## config.mk

```make
export PLATFORM = sky130hd
export DESIGN_NAME = lsu_mem_sequencer
export DESIGN_NICKNAME = d
export VERILOG_FILES = /design/src/rtl/lsu_pkg.sv /design/src/rtl/lsu_lane_merge.sv /design/src/rtl/lsu_mem_sequencer.sv
export SDC_FILE = /design/constraint.sdc
export NUM_CORES = 1
export LEC_CHECK = 0
export BUFFER_PORTS_ARGS = -buffer_cell sky130_fd_sc_hd__buf_2
export CAP_MARGIN = 10
export CORE_MARGIN = 4
export CORE_UTILIZATION = 45
export CTS_CLUSTER_SIZE = 25
export DETAILED_ROUTE_END_ITERATION = 8
export PLACE_DENSITY = 0.75
export SLEW_MARGIN = 5
export SYNTH_ARGS = -nofsm -noshare
export SYNTH_HDL_FRONTEND = slang
export SYNTH_SLANG_ARGS = --single-unit
export TNS_END_PERCENT = 100
```

## constraint.sdc

```tcl
create_clock -name clk -period 5.76 [get_ports clk]
set_input_delay 0.864 -clock clk [delete_from_list [all_inputs] [get_ports clk]]
set_output_delay 0.864 -clock clk [all_outputs]
set_load 0.005 [all_outputs]
```

## src/rtl/lsu_pkg.sv

```systemverilog
// Shared types and constants for the load/store sequencer.
// Optional feature macro used by the sequencer: LSU_MISALIGN_TRAP_EN.
package lsu_pkg;

  localparam int WORD_W   = 32;
  localparam int HALF_W   = 16;
  localparam int BYTE_W   = 8;
  localparam int OFF_W    = 2;

  // Access size as encoded on req_size; encoding 3 is folded onto WORD.
  typedef enum logic [1:0] {
    WORD = 2'd0,
    BYTE = 2'd1,
    HALF = 2'd2
  } lsu_size_t;

  typedef enum logic [2:0] {
    IDLE = 3'd0,
    RD   = 3'd1,
    MRG  = 3'd2,
    WR   = 3'd3,
    RSP  = 3'd4
  } lsu_state_t;

  // Map the raw size field onto the three supported access sizes.
  function automatic lsu_size_t norm_size(input logic [1:0] s);
    case (s)
      2'd1:    return BYTE;
      2'd2:    return HALF;
      default: return WORD;
    endcase
  endfunction

  // A word must sit on a 4-byte boundary, a half on a 2-byte boundary.
  function automatic logic is_misaligned(input lsu_size_t sz, input logic [OFF_W-1:0] off);
    return ((sz == WORD) && (off != 2'd0)) || ((sz == HALF) && off[0]);
  endfunction

endpackage

```

## src/rtl/lsu_lane_merge.sv

```systemverilog
// Byte-lane steering: builds the store word for read-modify-write and the
// extended load result from one RAM word. Purely combinational.
module lsu_lane_merge
  import lsu_pkg::*;
(
  input  logic [WORD_W-1:0] word,
  input  logic [WORD_W-1:0] data,
  input  lsu_size_t         size,
  input  logic [OFF_W-1:0]  off,
  input  logic              is_unsigned,
  output logic [WORD_W-1:0] merged,
  output logic [WORD_W-1:0] load_ext
);

  logic [BYTE_W-1:0] byte_sel;
  logic [HALF_W-1:0] half_sel;

  // Halves use off[1] only, so an odd half address lands on its aligned half.
  always_comb begin
    merged   = word;
    load_ext = word;
    byte_sel = word[{off, 3'b000} +: BYTE_W];
    half_sel = word[{off[1], 4'b0000} +: HALF_W];
    case (size)
      BYTE: begin
        merged[{off, 3'b000} +: BYTE_W] = data[BYTE_W-1:0];
        load_ext = {{(WORD_W-BYTE_W){~is_unsigned & byte_sel[BYTE_W-1]}}, byte_sel};
      end
      HALF: begin
        merged[{off[1], 4'b0000} +: HALF_W] = data[HALF_W-1:0];
        load_ext = {{(WORD_W-HALF_W){~is_unsigned & half_sel[HALF_W-1]}}, half_sel};
      end
      default: begin
        merged   = data;
        load_ext = word;
      end
    endcase
  end

endmodule

```

## src/rtl/lsu_mem_sequencer.sv

```systemverilog
// Multi-cycle load/store sequencer in front of a synchronous word RAM.
// Sub-word stores run as read-modify-write so the RAM needs one write enable.
// Macro LSU_MISALIGN_TRAP_EN: misaligned word/half accesses skip the RAM and
// complete with rsp_err set; without it they are aligned down silently.
// Handshake: a request transfers on a rising edge with req_valid && req_ready;
// req_ready is high only in IDLE and request inputs are ignored elsewhere.
// rsp_valid is a single-cycle pulse with no backpressure.
module lsu_mem_sequencer
  import lsu_pkg::*;
#(
  parameter int ADDR_W = 8
) (
  input  logic              clk,
  input  logic              reset,
  input  logic              req_valid,
  output logic              req_ready,
  input  logic              req_we,
  input  logic [1:0]        req_size,
  input  logic              req_unsigned,
  input  logic [ADDR_W-1:0] req_addr,
  input  logic [WORD_W-1:0] req_wdata,
  output logic              rsp_valid,
  output logic [WORD_W-1:0] rsp_rdata,
  output logic              rsp_err,
  output logic [ADDR_W-3:0] mem_addr,
  output logic              mem_re,
  output logic              mem_we,
  output logic [WORD_W-1:0] mem_wdata,
  input  logic [WORD_W-1:0] mem_rdata,
  output lsu_state_t        dbg_state
);

  lsu_state_t        state_q, state_d;
  logic              we_q, we_d;
  lsu_size_t         size_q, size_d;
  logic              uns_q, uns_d;
  logic [ADDR_W-1:0] addr_q, addr_d;
  logic [WORD_W-1:0] wdata_q, wdata_d;
  logic [WORD_W-1:0] merge_q, merge_d;

  logic              req_misal;
  logic [WORD_W-1:0] lane_merged;
  logic [WORD_W-1:0] lane_load;

  lsu_lane_merge u_lane (
    .word        (mem_rdata),
    .data        (wdata_q),
    .size        (size_q),
    .off         (addr_q[OFF_W-1:0]),
    .is_unsigned (uns_q),
    .merged      (lane_merged),
    .load_ext    (lane_load)
  );

`ifdef LSU_MISALIGN_TRAP_EN
  logic err_q, err_d;

  assign req_misal = is_misaligned(norm_size(req_size), req_addr[OFF_W-1:0]);

  // Remember whether the accepted request trapped, for the response cycle.
  always_comb begin
    err_d = err_q;
    if ((state_q == IDLE) && req_valid) err_d = req_misal;
  end

  // Trap flag register.
  always_ff @(posedge clk or posedge reset) begin
    if (reset) err_q <= 1'b0;
    else       err_q <= err_d;
  end

  assign rsp_err = (state_q == RSP) && err_q;
`else
  assign req_misal = 1'b0;
  assign rsp_err   = 1'b0;
`endif

  // State, capture and merge registers.
  always_ff @(posedge clk or posedge reset) begin
    if (reset) begin
      state_q <= IDLE;
      we_q    <= 1'b0;
      size_q  <= WORD;
      uns_q   <= 1'b0;
      addr_q  <= '0;
      wdata_q <= '0;
      merge_q <= '0;
    end else begin
      state_q <= state_d;
      we_q    <= we_d;
      size_q  <= size_d;
      uns_q   <= uns_d;
      addr_q  <= addr_d;
      wdata_q <= wdata_d;
      merge_q <= merge_d;
    end
  end

  // Next state, request capture and output decode from the state register.
  always_comb begin
    state_d   = state_q;
    we_d      = we_q;
    size_d    = size_q;
    uns_d     = uns_q;
    addr_d    = addr_q;
    wdata_d   = wdata_q;
    merge_d   = merge_q;
    req_ready = (state_q == IDLE);
    mem_re    = (state_q == RD);
    mem_we    = (state_q == WR);
    rsp_valid = (state_q == RSP);
    mem_addr  = addr_q[ADDR_W-1:OFF_W];
    mem_wdata = '0;
    rsp_rdata = '0;

    case (state_q)
      IDLE: begin
        if (req_valid) begin
          we_d    = req_we;
          size_d  = norm_size(req_size);
          uns_d   = req_unsigned;
          addr_d  = req_addr;
          wdata_d = req_wdata;
          if (req_misal)                                  state_d = RSP;
          else if (req_we && (norm_size(req_size) == WORD)) state_d = WR;
          else                                            state_d = RD;
        end
      end
      RD:  state_d = we_q ? MRG : RSP;
      MRG: begin
        merge_d = lane_merged;
        state_d = WR;
      end
      WR: begin
        mem_wdata = (size_q == WORD) ? wdata_q : merge_q;
        state_d   = RSP;
      end
      RSP: begin
        if (!we_q && !rsp_err) rsp_rdata = lane_load;
        state_d = IDLE;
      end
      default: state_d = IDLE;
    endcase
  end

  assign dbg_state = state_q;

endmodule

```

After elaboration in Yosys (flattened, before gate mapping)
Cells that the tools add are included.
Widths: inputs -> output; s select.
{"block": "classes", "n_addsub": 2, "eq_ne": 9, "muxes": 15, "n_shift": 6, "n_bitwise": 3, "reduce_logical": 5}
{"op": "$mux 32", "count": 4}
{"op": "$pmux 32 s2", "count": 2}
{"op": "$bwmux 32", "count": 2}
{"op": "$shift 16x7->32 const A", "count": 1}
{"op": "$shift 8x7->32 const A", "count": 1}
{"op": "$shiftx 16x7->32", "count": 1}
{"op": "$shiftx 32x6->16", "count": 1}
{"op": "$shiftx 32x6->8", "count": 1}
{"op": "$shiftx 8x7->32", "count": 1}
{"op": "$neg 5->7", "count": 2}
{"op": "$pmux 3 s4", "count": 1}
{"op": "$eq 3x2->1 const B", "count": 2}
{"op": "$mux 2", "count": 3}
{"op": "$mux 3", "count": 2}
{"op": "$eq 2x1->1 const B", "count": 2}
{"op": "$eq 2x2->1 const B", "count": 2}
{"op": "$logic_not 2->1", "count": 2}
{"op": "$pmux 2 s2", "count": 1}
{"op": "$eq 3x1->1 const B", "count": 1}
{"op": "$eq 3x3->1 const B", "count": 1}
{"op": "$logic_not 3->1", "count": 1}
{"op": "$and 1x1->1", "count": 2}
{"op": "$ne 2x2->1 const B", "count": 1}
{"op": "$reduce_and 2->1", "count": 1}
{"op": "other kinds (2)", "count": 2}
{"block": "totals", "inputBits": 79, "wordCells": 47, "regBits": 79, "output_inout_bits": 78}

Depth between registers and ports, before layout
{"block": "depth", "depth_word": 9, "ltp_mapped": 8, "ltp_nobuf": 6}

Hierarchy
From an unflattened synthesis, not the netlist that was laid out.
{"block": "unflattened", "cells_unflattened": 576, "area_unflattened_um2": 5738.0}
{"mod": "lsu_mem_sequencer", "instances": 1, "cells_each": 341, "area_per_inst_um2": 4042.6}
{"mod": "lsu_lane_merge", "instances": 1, "cells_each": 235, "area_per_inst_um2": 1695.4}

Worst setup path after synthesis
OpenSTA, ideal clock, no wires.
{"block": "synth_timing", "kind": "register to output", "from": "reg state_q[0], in the netlist dbg_state[0]", "to": "out rsp_rdata[21]", "required_ns": 4.896, "path_slack_ns": 2.911, "path_stages_with_launch": 8, "arrival_time_ns": 1.985, "path_buffers": 3, "cell_sequence": "dfrtp_1 -> buf_6 -> or4b_4 -> or2_0 -> buf_6 -> a211oi_4 -> buf_6 -> a21o_1"}
{"block": "synth_between", "elab_chain_len": 2}
{"item": "start, declared", "line_no": "lsu_mem_sequencer.sv:33", "source": "lsu_state_t state_q, state_d;"}
{"item": "start signal, assigned", "line_no": "lsu_mem_sequencer.sv:89", "source": "state_q <= state_d;"}
{"item": "$eq 3x3->1", "line_no": "lsu_mem_sequencer.sv:116", "source": "case (state_q)"}
{"item": "$mux 32", "line_no": "lsu_mem_sequencer.sv:116"}
{"item": "end, declared", "line_no": "lsu_mem_sequencer.sv:23", "source": "output logic [WORD_W-1:0] rsp_rdata,"}
Every way passes these cells.

Worst setup path in the final report
{"block": "layout_timing", "from": "reg size_q[1]", "to": "out rsp_rdata[26]"}
{"block": "layout_between", "elab_chain_len": 4}
{"item": "start, declared", "line_no": "lsu_mem_sequencer.sv:35", "source": "lsu_size_t size_q, size_d;"}
{"item": "start signal, assigned", "line_no": "lsu_mem_sequencer.sv:91", "source": "size_q <= size_d;"}
{"item": "$eq 2x2->1 or $eq 2x1->1 (tied branches)", "line_no": "lsu_lane_merge.sv:24", "source": "case (size)"}
{"item": "$pmux 32 s2 *", "line_no": "lsu_lane_merge.sv:24"}
{"item": "$mux 32 *", "line_no": "lsu_mem_sequencer.sv:139", "source": "if (!we_q && !rsp_err) rsp_rdata = lane_load;"}
{"item": "$mux 32 *", "line_no": "lsu_mem_sequencer.sv:116"}
Every way passes the cells marked *; elsewhere a longest branch is shown, timed or not.

==> metrics.md <==
| Metric | Value |
|---|---|
| Layout Utilization | `55.0%` |
| Pwr Total | `3.11 mW` |
| CTS buffer count | `9` |
| Main synth FF type | `dfrtp_1` |
| Post-DR wirelength/cell | `21.3 µm` |
| GRT Total Usage | `25.8%` |
| Min-delay src | `addr_q[5]$_DFFE_PP0P_` |
| Post-Place Cells | `774` |
| CP required | `4900 ps` |
| Outcome | `complete, no violations` |
| DR DRC count | `0` |
| Vias/cell | `5.96` |
| Actual slew at the worst max-slew pin | `1120 ps` |
| HPWL after DPL | `12200 µm` |
| Final hold slack | `505 ps` |
| Starting Density | `46.3%` |
| Critical path buffers and inverters | `3` |
| Synthesized instance count | `521` |
| Post-route cell area | `0.00599 mm²` |
| Mapped Area | `0.00504 mm²` |
| Vias in the first global route | `4793` |
| Post-cts resize count | `0` |
| Fin nets | `734` |
| DIE WIDTH | `114 µm` |
| Layout cells sized above 1 | `36.8%` |
| Mean Syn Cell Area | `9.67 µm²` |
| Die area | `0.0130 mm²` |
| R2R Setup Slk | `2350 ps` |
| First-pass GRT wire length | `25900 µm` |
| Async set or reset register ratio after synthesis | `100%` |
| # IOs | `157` |
| Post-synth EDFFs | `0` |
| # Post-CTS Setup Buffers | `0` |
| XOR/XNOR Fraction of Synth Area | `0%` |
| N_diodes | `0` |
| Worst R2R Path Depth | `7` |
| Clock Latency Late Sink | `360 ps` |
| Peak supply drop | `391 µV` |
| Syn Nets | `610` |
| Fin crit period | `4270 ps` |
| Final hold vios | `0` |
| Worst path cell trace | `inv_1 -> ha_2 -> inv_1 -> or2_0 -> a211oi_4 -> a21o_1 -> buf_2` |
| Reg clk slew, reported paths | `80 ps` |
| Clock Skews | `8.35 ps` |
| Clk buf depth | `2` |
| DRT antenna net count | `0` |
| Placed Area | `0.00580 mm²` |
| Final period util | `74.1%` |
| Fmax | `234 MHz` |
| CTS tree | `done` |
| Syn. warnings | `0` |
| Cell Rows | `38` |
| Worst Setup End Kind | `primary output` |
| Largest net degree at the start of global routing | `80` |
| WHS Endpoint | `addr_q[5]$_DFFE_PP0P_` |
| Setup TNS | `0 ps` |
| RSZ-0062 raised after global routing | `no` |
| Critical Path AT | `3410 ps` |
| Reg2reg start | `addr_q[1]$_DFFE_PP0P_` |
| Area Overhead vs Synth | `18.9%` |
| Hold/Removal Path Class | `flop to flop` |
| Mux contribution to synthesized area | `20.3%` |
| Max Cap Viol | `0` |
| Port bufs | `155` |
| Yosys reg bits | `79` |
| Max Slew Vio Count | `0` |
| Synth Area in Simple Gates | `12.6%` |
| Kind of cell adding the most delay to the critical path | `compound AO/OA/AOI/OAI gates` |
| Die height | `114 µm` |
| Area of the core | `0.0109 mm²` |
| Endpoints failing setup | `0` |
| Classification of the worst setup path | `flop to primary output` |
| DR pass1 iterations | `6` |
| Worst setup SP type | `flop` |
| Sinks on Clock Net | `79` |
| Rel. slew slack | `25.2%` |
| Sequential fraction of the synthesis area | `39.2%` |
| Worst Hold Depth | `1` |
| Post-Route WL | `16800 µm` |
| Cell at the slowest stage of the critical path | `a211oi_4` |
| Reg2reg end | `merge_q[4]$_DFFE_PP0P_` |
| CTS Hold Bufs | `0` |
| CP dominant cell by count | `inv_1` |
| Finished Layout Cells | `789` |
| Pre-CTS setup slack | `1930 ps` |
| RePlAce Congestion | `0.887` |
| GRT Residual Overflow | `0` |
| Pwr Density | `518 mW/mm²` |
| Largest family of logic cells by synthesized area | `multiplexers` |
| Root buf cell | `clkbuf_8` |
| CP max stage delay | `840 ps` |
| Post-Synth Adder-Cell Area | `2.48%` |
| H-tree levels | `3` |
| Vias | `4703` |
| Cell variety after synth | `47` |
| Lkg Pwr | `2.98 nW` |
| Critical Path Fanout Max | `34` |
| Compound-Gate Fraction of Synth Area | `19.3%` |
| Initial antenna violation count | `0` |
| Final worst slack | `1490 ps` |
| DR iter-0 viols | `336` |
[worst max path at each step]
| stage | from | endpoint | cells past startpoint |
|---|---|---|---|
| 2_1_floorplan | reset | addr_q[0]$_DFFE_PP0P_ | 1 |
| 3_3_place_gp | size_q[1]$_DFFE_PP0P_ | rsp_rdata[28] | 7 |
| 3_5_place_dp | size_q[1]$_DFFE_PP0P_ | rsp_rdata[26] | 7 |
| 4_1_cts | size_q[1]$_DFFE_PP0P_ | rsp_rdata[26] | 7 |
| 5_1_grt | size_q[1]$_DFFE_PP0P_ | rsp_rdata[26] | 7 |
| 6_report | size_q[1]$_DFFE_PP0P_ | rsp_rdata[26] | 7 |
[cells by family (layout without fill, tap and decap cells)]
family / count (synthesis) / count (layout)
flops: 79 / 79
fa+ha+maj: 10 / 10
buf+inv: 66 / 194
compound gates: 140 / 140
mux: 95 / 95
simple gates: 130 / 130
other cells: 1 / 1
[final cells by class]
type                    instances  area (µm²)
clock buffers                  12         145
clock inverters                 3        43.8
fillers                      1035        4890
inverters                      19        72.6
multi-input cells             376        2770
flip-flops and latches         79        1980
well taps                     140         175
repair buffers                160         813
[power breakdown]
group          switching (mW)  internal [mW]
logic                   0.846          0.714
registers               0.299          0.834
clock network           0.204          0.210
total                    1.35           1.76
[metal layers]
layer	vias to the layer above	wire, µm	GRT usage (%)
li1	2157	-	-
met1	2317	6880	32.6
met3	39	1040	3.50
met2	190	8350	44.4
met4	0	517	10.8
met5	-	0	0
[sequential cells by signal (all words and copies together) (netlist names)]
register   flops
wdata_q       32
size_q         2
dbg_state      3
merge_q       32
uns_q          1
addr_q         8
we_q           1
[cells in the mapped netlist, drive strengths merged, types with 18 or more instances]
cell type  count  area [µm²]
dfrtp         79        1980
mux2          56         631
mux2i         39         390
nor2          47         176
inv           18        67.6
clkbuf        28         105
a21oi         28         144
nand2         31         116
o21ai         33         165
buf           19         125
[cell usage in the layout (no fill, tap or decap), types with 3 or more instances in the layout]
| master | instances |
|---|---|
| a211oi_1 | 3 |
| a21o_1 | 16 |
| a21oi_1 | 27 |
| a221oi_1 | 16 |
| a222oi_1 | 8 |
| a22oi_1 | 16 |
| a41oi_1 | 7 |
| buf_2 | 155 |
| buf_4 | 5 |
| clkbuf_8 | 10 |
| dfrtp_1 | 79 |
| ha_1 | 9 |
| inv_1 | 17 |
| mux2_2 | 56 |
| mux2i_1 | 39 |
| nand2_1 | 31 |
| nand2b_1 | 3 |
| nand3_1 | 7 |
| nand4_1 | 7 |
| nor2_1 | 46 |
| nor3_1 | 3 |
| o21ai_0 | 32 |
| o2bb2ai_1 | 7 |
| or3_1 | 16 |
Note: power is estimated with default switching activity, not from simulation.
